$ cat config.mk
export PLATFORM = sky130hd
export DESIGN_NAME = draw_box_flat
export DESIGN_NICKNAME = d
export VERILOG_FILES = /design/src/rtl/draw_box_if.sv /design/src/rtl/draw_box.sv /design/src/flat_wrapper.sv
export SDC_FILE = /design/constraint.sdc
export NUM_CORES = 1
export LEC_CHECK = 0
export ABC_AREA = 1
export CORE_MARGIN = 2
export CORE_UTILIZATION = 50
export DETAILED_ROUTE_END_ITERATION = 6
export PLACE_DENSITY_LB_ADDON = 0.3
export SLEW_MARGIN = 15
export SYNTH_ARGS = -nofsm -noshare
export SYNTH_HDL_FRONTEND = slang
export SYNTH_SLANG_ARGS = --single-unit
$ cat constraint.sdc
create_clock -name clock -period 4.1 [get_ports clock]
set_clock_uncertainty 0.05 [all_clocks]
set_input_delay 0.41 -clock clock [delete_from_list [all_inputs] [get_ports clock]]
set_output_delay 0.41 -clock clock [all_outputs]
set_load 0.005 [all_outputs]
$ cat src/rtl/draw_box_if.sv
// Screen-request channel between the box drawer (master) and the screen writer (slave).
// The writer sweeps the requested rectangle and reports each pixel back.
interface draw_box_if #(
   parameter int WIDTH        = 8,
   parameter int COLOUR_WIDTH = 3
);
   logic                    screen_start;
   logic [COLOUR_WIDTH-1:0] new_screen_colour;
   logic [WIDTH-1:0]        screen_x_min;
   logic [WIDTH-1:0]        screen_y_min;
   logic [WIDTH-1:0]        screen_x_range;
   logic [WIDTH-1:0]        screen_y_range;
   logic [WIDTH-1:0]        screen_x;
   logic [WIDTH-1:0]        screen_y;
   logic [COLOUR_WIDTH-1:0] old_screen_colour;
   logic                    screen_done;

   modport master (
      output screen_start, new_screen_colour,
      output screen_x_min, screen_y_min, screen_x_range, screen_y_range,
      input  screen_x, screen_y, old_screen_colour, screen_done
   );

   modport slave (
      input  screen_start, new_screen_colour,
      input  screen_x_min, screen_y_min, screen_x_range, screen_y_range,
      output screen_x, screen_y, old_screen_colour, screen_done
   );
endinterface

$ cat src/rtl/draw_box.sv
// Box drawer: turns a two-corner box command into one rectangle request for the screen
// writer and colours each swept pixel, leaving interior pixels untouched in outline mode.
module draw_box #(
   parameter int WIDTH        = 8,
   parameter int COLOUR_WIDTH = 3
) (
   input  logic                    clock,
   input  logic                    reset,
   input  logic [WIDTH-1:0]        x0,
   input  logic [WIDTH-1:0]        y0,
   input  logic [WIDTH-1:0]        x1,
   input  logic [WIDTH-1:0]        y1,
   input  logic [COLOUR_WIDTH-1:0] colour,
   input  logic                    fill,
   input  logic                    draw_en,
   output logic                    ready,
   output logic                    done,
   output logic [2*WIDTH:0]        pixels_drawn,
   draw_box_if.master              scr
);
   typedef enum logic [1:0] {
      S_IDLE  = 2'd0,
      S_START = 2'd1,
      S_BUSY  = 2'd2,
      S_DONE  = 2'd3
   } state_t;

   localparam int PIX_W = 2*WIDTH+1;

   state_t                  state_r;
   state_t                  state_nxt_s;
   logic [WIDTH-1:0]        x_min_r;
   logic [WIDTH-1:0]        y_min_r;
   logic [WIDTH-1:0]        x_range_r;
   logic [WIDTH-1:0]        y_range_r;
   logic [COLOUR_WIDTH-1:0] colour_r;
   logic                    fill_r;
   logic                    ready_r;
   logic                    start_r;
   logic                    done_r;
   logic [PIX_W-1:0]        pixels_r;
   logic                    accept_s;
   logic                    on_s;
   logic [WIDTH-1:0]        x_max_s;
   logic [WIDTH-1:0]        y_max_s;
   logic [COLOUR_WIDTH-1:0] new_colour_s;

   function automatic logic [WIDTH-1:0] min_of(input logic [WIDTH-1:0] a, input logic [WIDTH-1:0] b);
      return (a < b) ? a : b;
   endfunction

   function automatic logic [WIDTH-1:0] abs_diff(input logic [WIDTH-1:0] a, input logic [WIDTH-1:0] b);
      return (a < b) ? (b - a) : (a - b);
   endfunction

   assign accept_s = draw_en & (state_r == S_IDLE);

   // Next-state decode
   always_comb begin
      state_nxt_s = state_r;
      case (state_r)
         S_IDLE: begin
            if (draw_en) state_nxt_s = S_START;
            else         state_nxt_s = S_IDLE;
         end
         S_START: state_nxt_s = S_BUSY;
         S_BUSY: begin
            if (scr.screen_done) state_nxt_s = S_DONE;
            else                 state_nxt_s = S_BUSY;
         end
         S_DONE:  state_nxt_s = S_IDLE;
         default: state_nxt_s = S_IDLE;
      endcase
   end

   // State register; handshake outputs are registered from the next state
   always_ff @(posedge clock) begin
      if (reset) begin
         state_r <= S_IDLE;
         ready_r <= 1'b1;
         start_r <= 1'b0;
         done_r  <= 1'b0;
      end else begin
         state_r <= state_nxt_s;
         ready_r <= (state_nxt_s == S_IDLE);
         start_r <= (state_nxt_s == S_START);
         done_r  <= (state_nxt_s == S_DONE);
      end
   end

   // Command capture and coloured-pixel counter
   always_ff @(posedge clock) begin
      if (reset) begin
         x_min_r   <= {WIDTH{1'b0}};
         y_min_r   <= {WIDTH{1'b0}};
         x_range_r <= {WIDTH{1'b0}};
         y_range_r <= {WIDTH{1'b0}};
         colour_r  <= {COLOUR_WIDTH{1'b0}};
         fill_r    <= 1'b0;
         pixels_r  <= {PIX_W{1'b0}};
      end else if (accept_s) begin
         x_min_r   <= min_of(x0, x1);
         y_min_r   <= min_of(y0, y1);
         x_range_r <= abs_diff(x0, x1);
         y_range_r <= abs_diff(y0, y1);
         colour_r  <= colour;
         fill_r    <= fill;
         pixels_r  <= {PIX_W{1'b0}};
      end else if ((state_r == S_BUSY) && on_s) begin
         pixels_r  <= pixels_r + {{(PIX_W-1){1'b0}}, 1'b1};
      end else begin
         pixels_r  <= pixels_r;
      end
   end

   // Border test uses WIDTH-bit sums; min+range never wraps
   always_comb begin
      x_max_s = x_min_r + x_range_r;
      y_max_s = y_min_r + y_range_r;
      on_s    = fill_r
              | (scr.screen_x == x_min_r) | (scr.screen_x == x_max_s)
              | (scr.screen_y == y_min_r) | (scr.screen_y == y_max_s);
      if (on_s) new_colour_s = colour_r;
      else      new_colour_s = scr.old_screen_colour;
   end

   assign ready                 = ready_r;
   assign done                  = done_r;
   assign pixels_drawn          = pixels_r;
   assign scr.screen_start      = start_r;
   assign scr.new_screen_colour = new_colour_s;
   assign scr.screen_x_min      = x_min_r;
   assign scr.screen_y_min      = y_min_r;
   assign scr.screen_x_range    = x_range_r;
   assign scr.screen_y_range    = y_range_r;
endmodule

$ cat src/flat_wrapper.sv
// flat-port wrapper written by rule: the top's interface ports become plain ports
module draw_box_flat 
#(
   parameter int WIDTH        = 8,
   parameter int COLOUR_WIDTH = 3
)
  (clock, reset, x0, y0, x1, y1, colour, fill, draw_en, ready, done, pixels_drawn, scr_screen_start, scr_new_screen_colour, scr_screen_x_min, scr_screen_y_min, scr_screen_x_range, scr_screen_y_range, scr_screen_x, scr_screen_y, scr_old_screen_colour, scr_screen_done);
  draw_box_if #(.WIDTH(WIDTH), .COLOUR_WIDTH(COLOUR_WIDTH)) scr_i ();
  input  logic clock;
  input  logic reset;
  input  logic [WIDTH-1:0] x0;
  input  logic [WIDTH-1:0] y0;
  input  logic [WIDTH-1:0] x1;
  input  logic [WIDTH-1:0] y1;
  input  logic [COLOUR_WIDTH-1:0] colour;
  input  logic fill;
  input  logic draw_en;
  output logic ready;
  output logic done;
  output logic [2*WIDTH:0] pixels_drawn;
  output wire logic [$bits(scr_i.screen_start)-1:0] scr_screen_start;
  output wire logic [$bits(scr_i.new_screen_colour)-1:0] scr_new_screen_colour;
  output wire logic [$bits(scr_i.screen_x_min)-1:0] scr_screen_x_min;
  output wire logic [$bits(scr_i.screen_y_min)-1:0] scr_screen_y_min;
  output wire logic [$bits(scr_i.screen_x_range)-1:0] scr_screen_x_range;
  output wire logic [$bits(scr_i.screen_y_range)-1:0] scr_screen_y_range;
  input wire logic [$bits(scr_i.screen_x)-1:0] scr_screen_x;
  input wire logic [$bits(scr_i.screen_y)-1:0] scr_screen_y;
  input wire logic [$bits(scr_i.old_screen_colour)-1:0] scr_old_screen_colour;
  input wire logic [$bits(scr_i.screen_done)-1:0] scr_screen_done;
  assign scr_screen_start = scr_i.screen_start;
  assign scr_new_screen_colour = scr_i.new_screen_colour;
  assign scr_screen_x_min = scr_i.screen_x_min;
  assign scr_screen_y_min = scr_i.screen_y_min;
  assign scr_screen_x_range = scr_i.screen_x_range;
  assign scr_screen_y_range = scr_i.screen_y_range;
  assign scr_i.screen_x = scr_screen_x;
  assign scr_i.screen_y = scr_screen_y;
  assign scr_i.old_screen_colour = scr_old_screen_colour;
  assign scr_i.screen_done = scr_screen_done;
  draw_box #(.WIDTH(WIDTH), .COLOUR_WIDTH(COLOUR_WIDTH)) u_core (.clock(clock), .reset(reset), .x0(x0), .y0(y0), .x1(x1), .y1(y1), .colour(colour), .fill(fill), .draw_en(draw_en), .ready(ready), .done(done), .pixels_drawn(pixels_drawn), .scr(scr_i));
endmodule
==> run_summary.xml, run 1 <==
<?xml version="1.0" encoding="UTF-8"?>
<metrics>
  <group name="sta">
    <metric name="number_of_failing_setup_endpoints_in_the_final_timing_report" unit="">0</metric>
    <metric name="holdWs" unit="ns">0.438</metric>
    <metric name="drv_slew" unit="">0</metric>
    <metric name="timing.final.crit_share" unit="%">88.0</metric>
    <metric name="worst_slew_margin_rel" unit="%">56.0</metric>
    <metric name="top_achievable_clock_speed" unit="MHz">277</metric>
    <metric name="timing_worst_slew_pin_value" unit="ns">0.659</metric>
    <metric name="setup_repair_after_global_routing_missed_its_margin" unit="">no</metric>
    <metric name="hold_viol_final" unit="">0</metric>
    <metric name="post-route-min-period" unit="ns">3.61</metric>
    <metric name="totalNegativeSetupSlack" unit="ns">0</metric>
  </group>
  <group name="global_route">
    <metric name="grt_antenna_before_repair" unit="">0</metric>
    <metric name="gr-usage-all-layers" unit="%">24.8</metric>
    <metric name="grt_overflow" unit="">0</metric>
    <metric name="grt_pass1_wl" unit="µm">21100</metric>
    <metric name="grt_max_degree" unit="">33</metric>
    <metric name="grt_pass1_vias" unit="">4674</metric>
  </group>
  <group name="synthesis">
    <metric name="synthMuxAreaShare" unit="%">0</metric>
    <metric name="yosys.area_share.xor_xnor" unit="%">7.84</metric>
    <metric name="synth_adder_area_share" unit="%">14.7</metric>
    <metric name="yosysMostFrequentCell" unit="">nand2_1</metric>
    <metric name="synthCells" unit="">751</metric>
    <metric name="synth_top_cell_by_area" unit="">dfxtp_1</metric>
    <metric name="ys.warnings.count" unit="">0</metric>
    <metric name="synth.cell_area" unit="µm²">4920</metric>
    <metric name="post_synth_most_frequent_cells" unit="">188 x nand2_1, 120 x inv_1, 61 x nor2_1</metric>
    <metric name="yosys_register_bits" unit="">58</metric>
    <metric name="synth_top_area_share" unit="%">23.6</metric>
    <metric name="yosys-top-cells-area" unit="">dfxtp_1 24%, nand2_1 14%, ha_1 12%</metric>
    <metric name="post_synth_simple_gate_area" unit="%">28.1</metric>
    <metric name="avgSynthCellArea" unit="µm²">6.55</metric>
    <metric name="synth.lib_cells_used.distinct" unit="">39</metric>
    <metric name="synth_top_family_by_area" unit="">simple AND/OR/NAND/NOR gates</metric>
    <metric name="synthesized_nets" unit="">864</metric>
    <metric name="synth_async_sr_flop_share" unit="%">0</metric>
    <metric name="ys_dominant_reg_cell" unit="">dfxtp_1</metric>
    <metric name="edff_count_synth" unit="">0</metric>
    <metric name="seq_area_frac_synth" unit="%">23.6</metric>
    <metric name="complex_gate_fraction_of_the_synthesized_area" unit="%">14.3</metric>
  </group>
  <group name="critical_path">
    <metric name="worst_setup_path_end_kind" unit="">output pin</metric>
    <metric name="cp_data_required_time" unit="ns">3.64</metric>
    <metric name="worst_ep_arrival_time" unit="ns">3.15</metric>
    <metric name="critPathKind" unit="">reg -&gt; out</metric>
    <metric name="crit_path_start_kind" unit="">flop</metric>
    <metric name="cp_max_fo" unit="">32</metric>
  </group>
  <group name="route">
    <metric name="drt_iter0_markers" unit="">113</metric>
    <metric name="dr.pass1.iters" unit="">4</metric>
    <metric name="drt-vias-per-instance" unit="">5.01</metric>
    <metric name="dr_total_vias" unit="">4988</metric>
    <metric name="remaining_drc_errors" unit="">0</metric>
    <metric name="route.final.wire_length" unit="µm">12900</metric>
    <metric name="route.detailed.wl_per_inst" unit="µm">13.0</metric>
    <metric name="antenna_violating_nets_post_route" unit="">0</metric>
  </group>
  <group name="worst_hold_path">
    <metric name="hold_path.class" unit="">reg -&gt; reg</metric>
  </group>
  <group name="pwr">
    <metric name="power.share.switching" unit="%">32.9</metric>
    <metric name="p_sw" unit="mW">0.646</metric>
    <metric name="internal_power" unit="mW">1.32</metric>
    <metric name="cellLeakagePower" unit="nW">3.01</metric>
    <metric name="clock_power_share" unit="%">31.4</metric>
    <metric name="sequentialPowerShare" unit="%">33.7</metric>
    <metric name="vdd.ir_drop.worst" unit="V">0.000205</metric>
    <metric name="power_per_cell_area" unit="nW/µm²">308</metric>
    <metric name="comb_power_share" unit="%">34.9</metric>
  </group>
  <group name="clock_tree">
    <metric name="numClockSinks" unit="">58</metric>
    <metric name="worstSkewPairLatency" unit="ns">0.34</metric>
    <metric name="max-clock-path-buffers" unit="">2</metric>
    <metric name="cts-htree-levels" unit="">3</metric>
    <metric name="clk_transition_reported_paths" unit="ns">0.07</metric>
    <metric name="numCtsBuffers" unit="">9</metric>
    <metric name="root_buffer" unit="">clkbuf_8</metric>
    <metric name="post_cts_resized" unit="">0</metric>
    <metric name="cts_tree" unit="">built</metric>
    <metric name="postCtsHoldBufs" unit="">0</metric>
    <metric name="cts.repair_timing.setup_buffer_count" unit="">0</metric>
  </group>
  <group name="final_layout">
    <metric name="antenna_diode_count" unit="">0</metric>
    <metric name="post_route_cells_drive_above_1_share" unit="%">3.59</metric>
    <metric name="areaGrowthSynthToFinish" unit="%">29.5</metric>
    <metric name="design.final.nets" unit="">971</metric>
  </group>
  <group name="die">
    <metric name="boundaryPins" unit="">114</metric>
    <metric name="die_x" unit="µm">103</metric>
    <metric name="die_h" unit="µm">103</metric>
    <metric name="starting_density_of_the_core" unit="%">51.0</metric>
    <metric name="floorplan.core_area" unit="µm²">9640</metric>
    <metric name="die_area" unit="µm²">10600</metric>
    <metric name="num_rows" unit="">36</metric>
  </group>
  <group name="place">
    <metric name="buffer_ports.inserted" unit="">113</metric>
    <metric name="hpwlAfterDp" unit="µm">10500</metric>
    <metric name="finalWeightedCongestion" unit="">0.939</metric>
  </group>
  <group name="flow_run">
    <metric name="cap_violations" unit="">0</metric>
  </group>
  <group name="outcome">
    <metric name="run_status" unit="">finished clean</metric>
  </group>
</metrics>
[registers in the layout (all words and copies together) (netlist names)]
name                       count
u_core.pixels_drawn           17
u_core.scr.screen_x_min        8
u_core.scr.screen_x_range      8
u_core.scr.screen_y_min        8
u_core.scr.screen_y_range      8
u_core.colour_r                3
u_core.state_r                 2
u_core.done                    1
u_core.fill_r                  1
u_core.ready                   1
u_core.scr.screen_start        1
[power by group through the flow]
stage	clock, mW	combinational [mW]	sequential [mW]
floorplan	0	0.434	0.661
global placement	0	0.663	0.673
detailed placement	0	0.681	0.674
CTS	0.624	0.684	0.662
global route	0.646	0.771	0.667
finish	0.617	0.684	0.662
[logic make-up after synthesis]
family / Yosys count
AO/OA/AOI/OAI: 124
XOR/XNOR: 44
adder cells (fa/ha/maj): 54
buffers and inverters: 142
flip-flops: 58
AND/OR/NAND/NOR: 329
[worst max-delay path: stages, from the launching register on]
cell and delay (ns):
dfxtp_1 0.33, ha_1 0.24, fa_1 0.43, or2_1 0.24, nand3b_1 0.09, nand2_1 0.05
nor2_1 0.09, nand3_1 0.08, nor2_1 0.10, nand2_1 0.09, nand3_4 0.29, nor2_1 0.09
a21oi_1 0.16, clkdlybuf4s50_1 0.53
[final timing paths]
path	cells past startpoint	start	slack (ns)	to
hold / removal	2	u_core.colour_r[1]	0.44	u_core.colour_r[1]
hold reg to reg	2	u_core.colour_r[1]	0.44	u_core.colour_r[1]
setup reg to reg	13	u_core.scr.screen_y_range[0]	1.45	u_core.pixels_drawn[4]
setup / recovery	13	u_core.scr.screen_y_range[0]	0.49	scr_new_screen_colour[1]
[layer usage]
metal | track usage, % | wire length [µm] | vias to the layer above
li1 | - | - | 2610
met1 | 30.6 | 5680 | 2231
met2 | 43.6 | 6400 | 123
met3 | 2.64 | 504 | 24
met4 | 10.6 | 325 | 0
met5 | 0 | 0 | -
[layout make-up]
class / instances / area (µm²)
flip-flops and latches: 58 / 1160
inverters: 123 / 462
multi-input cells: 551 / 3190
clock inverters: 4 / 72.6
fillers: 901 / 3270
well taps: 133 / 166
repair buffers: 115 / 1150
clock buffers: 12 / 165
[cells in the final DEF (no fill, tap or decap), types with 2 or more instances in the layout]
cell and n:
ha_1 48, a32o_1 2, inv_1 120, o22ai_1 2, nor2_2 4, nand4_1 12
o211ai_1 6, a21o_1 5, nand3_1 48, buf_4 2, fa_1 6, xnor2_1 21
o21a_1 4, nand2_1 188, bufinv_16 2, nor2_1 59, o21ai_0 51, inv_2 2
clkbuf_8 12, nor3_1 9, xor2_1 23, nand2_2 3, a21oi_1 45, clkdlybuf4s50_1 113
a31oi_1 3, dfxtp_1 58
[per-stage QoR]
| stage | instance area (µm²) | instances | util (%) | power [mW] | setup slack [ns] |
|---|---|---|---|---|---|
| 4_1_cts | 6370 | 996 | 66.1 | 1.97 | 0.479 |
| 5_1_grt | 6370 | 996 | 66.1 | 2.08 | 0.208 |
| 6_report | 6370 | 996 | 66.1 | 1.96 | 0.490 |
| 3_3_place_gp | 6130 | 980 | 63.6 | 1.34 | 0.966 |
| 3_5_place_dp | 6130 | 980 | 63.6 | 1.36 | 0.849 |
| 2_1_floorplan | 4920 | 751 | - | 1.10 | 1.62 |
Note: power is estimated with default switching activity, not from simulation.
==> run 2: changes to the inputs <==
--- a/config.mk
+++ b/config.mk
@@ -6,6 +6,7 @@
 export NUM_CORES = 1
 export LEC_CHECK = 0
 export ABC_AREA = 1
+export CORE_ASPECT_RATIO = 0.8
 export CORE_MARGIN = 2
 export CORE_UTILIZATION = 50
 export DETAILED_ROUTE_END_ITERATION = 6
==> run_summary.xml, run 2 (synthesized netlist as in run 1, its figures left out) <==
<?xml version="1.0" encoding="UTF-8"?>
<metrics>
  <group name="place">
    <metric name="finalWeightedCongestion" unit="">1.01</metric>
    <metric name="hpwlAfterDp" unit="µm">10500</metric>
    <metric name="buffer_ports.inserted" unit="">113</metric>
  </group>
  <group name="final_layout">
    <metric name="commonest_non_fill_non_tap_cell_in_the_layout" unit="">nand2_1</metric>
    <metric name="antenna_diode_count" unit="">0</metric>
    <metric name="areaGrowthSynthToFinish" unit="%">31.2</metric>
    <metric name="largest_register_ff_count" unit="">17</metric>
    <metric name="final.fill_count" unit="">840</metric>
    <metric name="layout_common_cells" unit="">188 x nand2_1, 120 x inv_1, 113 x clkdlybuf4s50_1, 59 x nor2_1, 58 x dfxtp_1</metric>
    <metric name="post_route_cells_drive_above_1_share" unit="%">3.70</metric>
    <metric name="design.final.nets" unit="">973</metric>
  </group>
  <group name="route">
    <metric name="drt_iter0_markers" unit="">448</metric>
    <metric name="route.final.wire_length" unit="µm">13400</metric>
    <metric name="route.detailed.wl_per_inst" unit="µm">13.6</metric>
    <metric name="dr_total_vias" unit="">5199</metric>
    <metric name="drt-vias-per-instance" unit="">5.28</metric>
    <metric name="dr.pass1.iters" unit="">5</metric>
    <metric name="remaining_drc_errors" unit="">0</metric>
    <metric name="antenna_violating_nets_post_route" unit="">0</metric>
  </group>
  <group name="global_route">
    <metric name="grt_antenna_before_repair" unit="">0</metric>
    <metric name="gr-usage-all-layers" unit="%">25.3</metric>
    <metric name="grt_pass1_vias" unit="">5004</metric>
    <metric name="grt_overflow" unit="">0</metric>
    <metric name="grt_max_degree" unit="">33</metric>
    <metric name="grt_pass1_wl" unit="µm">22200</metric>
  </group>
  <group name="clock_tree">
    <metric name="cts.repair_timing.setup_buffer_count" unit="">0</metric>
    <metric name="numCtsBuffers" unit="">9</metric>
    <metric name="root_buffer" unit="">clkbuf_16</metric>
    <metric name="postCtsHoldBufs" unit="">0</metric>
    <metric name="max-clock-path-buffers" unit="">2</metric>
    <metric name="cts-htree-levels" unit="">3</metric>
    <metric name="worstSkewPairLatency" unit="ns">0.32</metric>
    <metric name="post_cts_resized" unit="">0</metric>
    <metric name="numClockSinks" unit="">58</metric>
    <metric name="cts_tree" unit="">built</metric>
    <metric name="clk_transition_reported_paths" unit="ns">0.05</metric>
  </group>
  <group name="sta">
    <metric name="top_achievable_clock_speed" unit="MHz">281</metric>
    <metric name="timing.final.crit_share" unit="%">86.7</metric>
    <metric name="timing_worst_slew_pin_value" unit="ns">0.656</metric>
    <metric name="number_of_failing_setup_endpoints_in_the_final_timing_report" unit="">0</metric>
    <metric name="drv_slew" unit="">0</metric>
    <metric name="post-route-min-period" unit="ns">3.56</metric>
    <metric name="totalNegativeSetupSlack" unit="ns">0</metric>
    <metric name="setup_repair_after_global_routing_missed_its_margin" unit="">no</metric>
    <metric name="worst_slew_margin_rel" unit="%">56.2</metric>
    <metric name="hold_viol_final" unit="">0</metric>
  </group>
  <group name="pwr">
    <metric name="vdd.ir_drop.worst" unit="V">0.000212</metric>
    <metric name="design_power_total" unit="mW">2.17</metric>
    <metric name="cellLeakagePower" unit="nW">3.06</metric>
    <metric name="power_per_cell_area" unit="nW/µm²">336</metric>
  </group>
  <group name="worst_hold_path">
    <metric name="hold_path.class" unit="">reg -&gt; reg</metric>
  </group>
  <group name="critical_path">
    <metric name="worst_setup_path_end_kind" unit="">output pin</metric>
    <metric name="worst_ep_arrival_time" unit="ns">3.10</metric>
    <metric name="crit_path_start_kind" unit="">flop</metric>
    <metric name="cp_max_fo" unit="">32</metric>
    <metric name="critPathKind" unit="">reg -&gt; out</metric>
    <metric name="cp_data_required_time" unit="ns">3.64</metric>
  </group>
  <group name="flow_run">
    <metric name="cap_violations" unit="">0</metric>
  </group>
  <group name="die">
    <metric name="boundaryPins" unit="">114</metric>
    <metric name="die_x" unit="µm">115</metric>
    <metric name="die_h" unit="µm">92.7</metric>
    <metric name="num_rows" unit="">32</metric>
    <metric name="die_area" unit="µm²">10600</metric>
    <metric name="floorplan.core_area" unit="µm²">9610</metric>
    <metric name="starting_density_of_the_core" unit="%">51.2</metric>
  </group>
  <group name="outcome">
    <metric name="run_status" unit="">finished clean</metric>
  </group>
</metrics>
## run 2: report_power, final
group	internal [mW]	switching [mW]	leakage, nW
clock	0.546	0.260	0.156
sequential	0.610	0.0506	0.475
combinational	0.321	0.382	2.42
total	1.48	0.693	3.06
## run 2: through the flow
| step | setup slack (ns) | util [%] | instance area (µm²) | instances | hold WS [ns] |
|---|---|---|---|---|---|
| after floorplan | 1.62 | - | 4920 | 751 | 0.400 |
| after global placement | 0.981 | 63.8 | 6130 | 968 | 0.417 |
| after detailed placement | 0.942 | 63.8 | 6130 | 968 | 0.429 |
| after CTS | 0.554 | 67.1 | 6450 | 984 | 0.441 |
| after global routing | 0.355 | 67.1 | 6450 | 984 | 0.472 |
| final | 0.544 | 67.1 | 6450 | 984 | 0.432 |
## run 2: final timing paths
kind,startpoint,endpoint,slack (ns),depth (start not counted)
hold reg to reg,u_core.colour_r[0],u_core.colour_r[0],0.43,2
setup reg to reg,u_core.scr.screen_y_min[0],u_core.pixels_drawn[5],1.38,13
hold / removal,u_core.colour_r[0],u_core.colour_r[0],0.43,2
setup / recovery,u_core.scr.screen_y_min[0],scr_new_screen_colour[2],0.54,13
## run 2: cell type report
type,instances,area [µm²],area share (%)
Clock buffer,11,243,3.76
Clock inverter,5,77.6,1.20
Inverter,123,462,7.16
Multi-Input combinational cell,551,3190,49.5
Sequential cell,58,1160,18.0
Tap cell,119,149,2.31
Timing Repair Buffer,117,1160,18.0
## run 2: routing by layer
metal  wire length [µm]  vias up  track usage [%]
met5                  0        -                0
met4                199        0             8.43
met3                858       24             4.65
met2               6420      181             43.9
met1               5950     2372             31.6
li1                   -     2622                -
## run 2: worst max-delay path: stages, from the launching register on
cell and delay, ns:
dfxtp_1 0.34, ha_1 0.24, fa_1 0.43, or2_1 0.25, nand3b_1 0.10, nand2_1 0.06, nor2_1 0.08, nand3_1 0.07
nor2_1 0.10, nand2_1 0.09, nand3_4 0.29, nor2_1 0.07, a21oi_1 0.12, clkdlybuf4s50_1 0.52
==> run 3: changes to the inputs <==
--- a/config.mk
+++ b/config.mk
@@ -8,7 +8,8 @@
 export ABC_AREA = 1
 export CORE_ASPECT_RATIO = 0.8
 export CORE_MARGIN = 2
-export CORE_UTILIZATION = 50
+export CORE_UTILIZATION = 45
+export CTS_CLUSTER_SIZE = 30
 export DETAILED_ROUTE_END_ITERATION = 6
 export PLACE_DENSITY_LB_ADDON = 0.3
 export SLEW_MARGIN = 15
==> run_summary.xml, run 3 (synthesized netlist as in run 1, its figures left out) <==
<?xml version="1.0" encoding="UTF-8"?>
<metrics>
  <group name="outcome">
    <metric name="run_status" unit="">finished clean</metric>
  </group>
  <group name="final_layout">
    <metric name="antenna_diode_count" unit="">0</metric>
    <metric name="multi_input_comb_area" unit="µm²">3190</metric>
    <metric name="design_area" unit="µm²">6420</metric>
    <metric name="design.final.nets" unit="">973</metric>
    <metric name="post_route_cells_drive_above_1_share" unit="%">3.47</metric>
    <metric name="final.fill_count" unit="">1029</metric>
    <metric name="largest_register_ff_count" unit="">17</metric>
    <metric name="commonest_non_fill_non_tap_cell_in_the_layout" unit="">nand2_1</metric>
    <metric name="areaGrowthSynthToFinish" unit="%">30.7</metric>
    <metric name="sequential_cell_area" unit="µm²">1160</metric>
    <metric name="layout_common_cells" unit="">188 x nand2_1, 120 x inv_1, 113 x clkdlybuf4s50_1, 59 x nor2_1, 58 x dfxtp_1</metric>
    <metric name="fin_cells" unit="">1009</metric>
  </group>
  <group name="clock_tree">
    <metric name="numClockSinks" unit="">58</metric>
    <metric name="root_buffer" unit="">clkbuf_16</metric>
    <metric name="worstSkewPairLatency" unit="ns">0.33</metric>
    <metric name="numCtsBuffers" unit="">9</metric>
    <metric name="max-clock-path-buffers" unit="">2</metric>
    <metric name="clk_transition_reported_paths" unit="ns">0.05</metric>
    <metric name="post_cts_resized" unit="">0</metric>
    <metric name="postCtsHoldBufs" unit="">0</metric>
    <metric name="cts.repair_timing.setup_buffer_count" unit="">0</metric>
    <metric name="cts_tree" unit="">built</metric>
    <metric name="cts-htree-levels" unit="">3</metric>
  </group>
  <group name="critical_path">
    <metric name="cp_max_fo" unit="">32</metric>
    <metric name="worst_setup_path_end_kind" unit="">output pin</metric>
    <metric name="timing.critical_path.cells" unit="">ha_1 -&gt; fa_1 -&gt; or2_1 -&gt; nand3b_1 -&gt; nand2_1 -&gt; nor2_1 -&gt; nand3_1 -&gt; nor2_1 -&gt; nand2_1 -&gt; nand3_4 -&gt; nor2_1 -&gt; a21oi_1 -&gt; clkdlybuf4s50_1</metric>
    <metric name="timing.critical_path.slowest_stage_cell" unit="">clkdlybuf4s50_1</metric>
    <metric name="critical-path-max-stage-delay" unit="ns">0.53</metric>
    <metric name="crit_path_start_kind" unit="">flop</metric>
    <metric name="cell_family_with_the_largest_share_of_critical_path_delay" unit="">simple AND/OR/NAND/NOR gates</metric>
    <metric name="critPathKind" unit="">reg -&gt; out</metric>
    <metric name="cp_data_required_time" unit="ns">3.64</metric>
    <metric name="worst_path_most_repeated_cell" unit="">nor2_1</metric>
    <metric name="critPathBufInv" unit="">1</metric>
    <metric name="worst_ep_arrival_time" unit="ns">3.09</metric>
  </group>
  <group name="sta">
    <metric name="timing_worst_slew_pin_value" unit="ns">0.690</metric>
    <metric name="number_of_failing_setup_endpoints_in_the_final_timing_report" unit="">0</metric>
    <metric name="timing.final.crit_share" unit="%">86.5</metric>
    <metric name="holdWs" unit="ns">0.426</metric>
    <metric name="post-route-min-period" unit="ns">3.55</metric>
    <metric name="setup_repair_after_global_routing_missed_its_margin" unit="">no</metric>
    <metric name="totalNegativeSetupSlack" unit="ns">0</metric>
    <metric name="top_achievable_clock_speed" unit="MHz">282</metric>
    <metric name="drv_slew" unit="">0</metric>
    <metric name="worst_slew_margin_rel" unit="%">54.0</metric>
    <metric name="hold_viol_final" unit="">0</metric>
    <metric name="worst_slack" unit="ns">0.554</metric>
  </group>
  <group name="pwr">
    <metric name="power_per_cell_area" unit="nW/µm²">315</metric>
    <metric name="vdd.ir_drop.worst" unit="V">0.000195</metric>
    <metric name="cellLeakagePower" unit="nW">3.03</metric>
  </group>
  <group name="route">
    <metric name="route.detailed.wl_per_inst" unit="µm">12.6</metric>
    <metric name="drt-vias-per-instance" unit="">4.94</metric>
    <metric name="dr_total_vias" unit="">4982</metric>
    <metric name="antenna_violating_nets_post_route" unit="">0</metric>
    <metric name="drt_iter0_markers" unit="">264</metric>
    <metric name="route.final.wire_length" unit="µm">12700</metric>
    <metric name="dr.pass1.iters" unit="">5</metric>
    <metric name="remaining_drc_errors" unit="">0</metric>
  </group>
  <group name="die">
    <metric name="floorplan.core_area" unit="µm²">10800</metric>
    <metric name="die_h" unit="µm">97.5</metric>
    <metric name="num_rows" unit="">34</metric>
    <metric name="boundaryPins" unit="">114</metric>
    <metric name="die_x" unit="µm">121</metric>
    <metric name="starting_density_of_the_core" unit="%">45.7</metric>
    <metric name="die_area" unit="µm²">11800</metric>
  </group>
  <group name="place">
    <metric name="buffer_ports.inserted" unit="">113</metric>
    <metric name="dp_worst_setup_slack" unit="ns">0.910</metric>
    <metric name="placedCellCount" unit="">993</metric>
    <metric name="hpwlAfterDp" unit="µm">9970</metric>
    <metric name="finalWeightedCongestion" unit="">0.873</metric>
    <metric name="placedInstanceArea" unit="µm²">6160</metric>
  </group>
  <group name="flow_run">
    <metric name="cap_violations" unit="">0</metric>
  </group>
  <group name="global_route">
    <metric name="grt_max_degree" unit="">33</metric>
    <metric name="grt_overflow" unit="">0</metric>
    <metric name="gr-usage-all-layers" unit="%">22.0</metric>
    <metric name="grt_pass1_vias" unit="">4503</metric>
    <metric name="grt_antenna_before_repair" unit="">0</metric>
    <metric name="grt_pass1_wl" unit="µm">21200</metric>
  </group>
  <group name="worst_hold_path">
    <metric name="hold_path.class" unit="">reg -&gt; reg</metric>
  </group>
</metrics>
## run 3: cell types whose count changed in the layout (fill, tap and decap cells not counted), sizes merged
| cell | previous run | this run |
|---|---|---|
| clkinv | 3 | 4 |
| bufinv | 2 | 0 |
| clkinvlp | 1 | 0 |
| clkbuf | 11 | 13 |
## run 3: metrics by stage
stage	power [mW]	utilization [%]
global placement	1.35	57.2
global route	2.16	59.7
detailed placement	1.36	57.2
CTS	2.04	59.7
floorplan	1.10	-
finish	2.02	59.7
## run 3: path summary, 6_finish.rpt
kind | start | end | slack, ns | cells past startpoint
hold / removal | u_core.fill_r | u_core.fill_r | 0.43 | 2
hold reg to reg | u_core.fill_r | u_core.fill_r | 0.43 | 2
setup reg to reg | u_core.scr.screen_y_range[0] | u_core.pixels_drawn[15] | 1.46 | 13
setup / recovery | u_core.scr.screen_y_range[0] | scr_new_screen_colour[2] | 0.55 | 13
## run 3: area by class of cell
type,instances,area share [%]
Clock buffer,13,3.90
Clock inverter,3,0.234
Inverter,123,7.19
Multi-Input combinational cell,551,49.7
Sequential cell,58,18.1
Tap cell,144,2.80
Timing Repair Buffer,117,18.1
## run 3: report_power, final
group	switching, mW	internal [mW]
sequential	0.0495	0.611
combinational	0.371	0.320
clock	0.252	0.422
total	0.672	1.35
## run 3: routing by layer
metal  vias up  track usage (%)  share of wire, %  routed length, µm
li1       2625                -                 -                  -
met2       143             34.1                43               5470
met3         6             5.16               5.8                734
met5         -                0                 0                  0
met1      2208             31.3                50               6410
met4         0             4.03              0.74                 94
## run 3: worst register-to-register path, cell delays in order, from the launching register on
cell	delay, ns
dfxtp_1	0.33
ha_1	0.24
fa_1	0.42
or2_1	0.24
nand3b_1	0.08
nand2_1	0.05
nor2_1	0.08
nand3_1	0.07
nor2_1	0.10
nand2_1	0.09
nand3_4	0.30
nand2_1	0.27
nand2_1	0.12
a21oi_1	0.06
==> edit (config.mk and constraints of run 2) <==
Make the reset (`reset`) asynchronous in 2 clocked blocks.
--- a/src/rtl/draw_box.sv
+++ b/src/rtl/draw_box.sv
@@ -75,5 +75,5 @@
 
    // State register; handshake outputs are registered from the next state
-   always_ff @(posedge clock) begin
+   always_ff @(posedge clock or posedge reset) begin
       if (reset) begin
          state_r <= S_IDLE;
@@ -90,5 +90,5 @@
 
    // Command capture and coloured-pixel counter
-   always_ff @(posedge clock) begin
+   always_ff @(posedge clock or posedge reset) begin
       if (reset) begin
          x_min_r   <= {WIDTH{1'b0}};
Formal check against the unedited RTL: differs if reset is asserted again (counterexample within 4 cycles, from zero or initial values and one cycle with reset high); with reset held inactive, the same outputs for 10 cycles.
==> edit against run 2 <==
- wire length is 8.2% higher
- setup slack worse by 0.044 ns
- cell area is 5.0% higher
- maximum frequency is 1.2% lower
- area after synthesis is 7.8% higher
- sequential cell count stayed put
- register-to-register slack better by 0.04 ns
- critical endpoint unchanged
- largest cell class unchanged
- highest routed layer unchanged
Power is not compared: it rests on default switching activity, and its combinational part moved more than twofold at a synthesized area within 25%.
==> edit: results (changes against run 2) <==
Synthesis
  • Seq/Total Area, Yosys: 0.274 (+0.0380)
  • Async set-or-reset flop fraction in the synthesized netlist: 1.00 (+1.00)
  • Post-synthesis cell type count: 40 (+2.6%)
  • Primary FF master, synth: dfrtp_1
  • Top cells by count, synth: nand2_1, inv_1, dfrtp_1

Route
  • WL met2: 6.53 mm (+1.8%)
  • WL met3: 819 µm (-4.5%)
  • Initial DRC Count: 367 (-18%)
  • Vias post-DR: 5354 (+3.0%)
  • Metal-1 WL: 7.02 mm (+18%)
  • Routed wire length: 14.5 mm (+8.2%)
  • Drt first pass iters: 7 (+2)

Run status
  • Outcome: completed

GRT
  • Vias in the first global route: 5003 (-0.020%)
  • Met2 Use GR: 0.419 (-0.0201)
  • First-pass GRT wire length: 24.0 mm (+8.3%)
  • Largest net degree at the start of global routing: 62 (+88%)
  • M1 GR Usage: 0.373 (+0.0564)
  • GR Util All Layers: 0.259 (+0.00595)
  • Met3 usage: 0.0314 (-0.0151)

Critical path
  • Critical Path AT: 3.14 ns (+0.04 ns)
  • Reg2Reg Depth: 14 (+1)
  • Worst-path maximum fanout: 24 (-25%)

Timing
  • Slew headroom: 0.333 (-0.229)
  • Final Cycle Share: 0.878 (+0.0106)

Clocking
  • Clock Latency Late Sink: 0.32 ns (about the same)
  • # Post-CTS Setup Buffers: 0 (unchanged)

Placement
  • RD Place Congestion: 0.910 (-10%)

Cells and area
  • # diodes: 0 (unchanged)
  • Final Net Count: 968 (-0.51%)
==> edit: cell count changes after synthesis, moves of 5 or more <==
cell / delta
a21oi_1: -14
a31oi_1: +11
clkbuf_1: +6
dfrtp_1: +57
dfxtp_1: -58
inv_1: -13
nand4_1: +15
nor2_1: -8
nor3_1: -5
o211ai_1: -5
o221ai_1: +5
xnor2_1: +6
==> edit: worst register-to-register path, cell delays in order (launching register included) <==
cell and delay (ns):
dfrtp_1 0.41, ha_1 0.25, fa_1 0.47, inv_1 0.11, nand2_1 0.05, nand3_1 0.08, nand2_1 0.06, nor2_1 0.08
nand3_1 0.07, nor2_1 0.15, nand3_2 0.11, nand3_4 0.27, nand2_4 0.21, nand3_1 0.14, nand2_1 0.05
==> edit: final timing paths <==
kind,from,end,slack [ns]
min in group asynchronous,reset,u_core.scr.screen_y_min[3]$_DFFE_PP0P_,0.57
max reg2reg,u_core.scr.screen_y_min[0]$_DFFE_PP0P_,u_core.pixels_drawn[5]$_DFFE_PP0P_,1.42
max,u_core.scr.screen_y_min[0]$_DFFE_PP0P_,scr_new_screen_colour[2],0.50
min,u_core.colour_r[2]$_DFFE_PP0P_,u_core.colour_r[2]$_DFFE_PP0P_,0.43
min reg2reg,u_core.colour_r[2]$_DFFE_PP0P_,u_core.colour_r[2]$_DFFE_PP0P_,0.43
max in group asynchronous,reset,u_core.scr.screen_y_range[7]$_DFFE_PP0P_,2.65
==> edit: cell type report <==
class | instances | area, µm²
Inverter | 110 | 413
Multi-Input combinational cell | 557 | 3300
Clock inverter | 4 | 20.0
Fill cell | 871 | 3510
Timing Repair Buffer | 119 | 1180
Clock buffer | 11 | 233
Sequential cell | 58 | 1450
Tap cell | 140 | 175
==> edit: cells by family (layout without fill, tap and decap cells) <==
family	count (synthesis)	count (layout)	synth area share
AOI/OAI and AO/OA	113	113	0.121
xor gates and xnor gates	54	54	0.0893
adders and majority gates	54	54	0.136
buffers and inverters	138	244	0.104
DFF	58	58	0.274
and+or+nand+nor	336	336	0.275
==> edit: power by group through the flow <==
stage               Combinational (W)  Clock, W  Sequential (W)
floorplan                     0.00169         0        0.000984
global placement              0.00244         0         0.00103
detailed placement            0.00251         0         0.00105
CTS                           0.00253  0.000658         0.00104
global route                  0.00286  0.000679         0.00107
finish                        0.00253  0.000649         0.00104
==> edit: stage by stage <==
| step | power, W | worst slack [ns] | instance area, µm² | std cells |
|---|---|---|---|---|
| final | 0.00422 | 0.501 | 6770 | 999 |
| after global routing | 0.00460 | 0.295 | 6770 | 999 |
| after CTS | 0.00423 | 0.510 | 6770 | 999 |
| after detailed placement | 0.00356 | 0.858 | 6520 | 984 |
| after global placement | 0.00347 | 0.943 | 6520 | 984 |
| after floorplan | 0.00268 | 1.62 | 5300 | 753 |
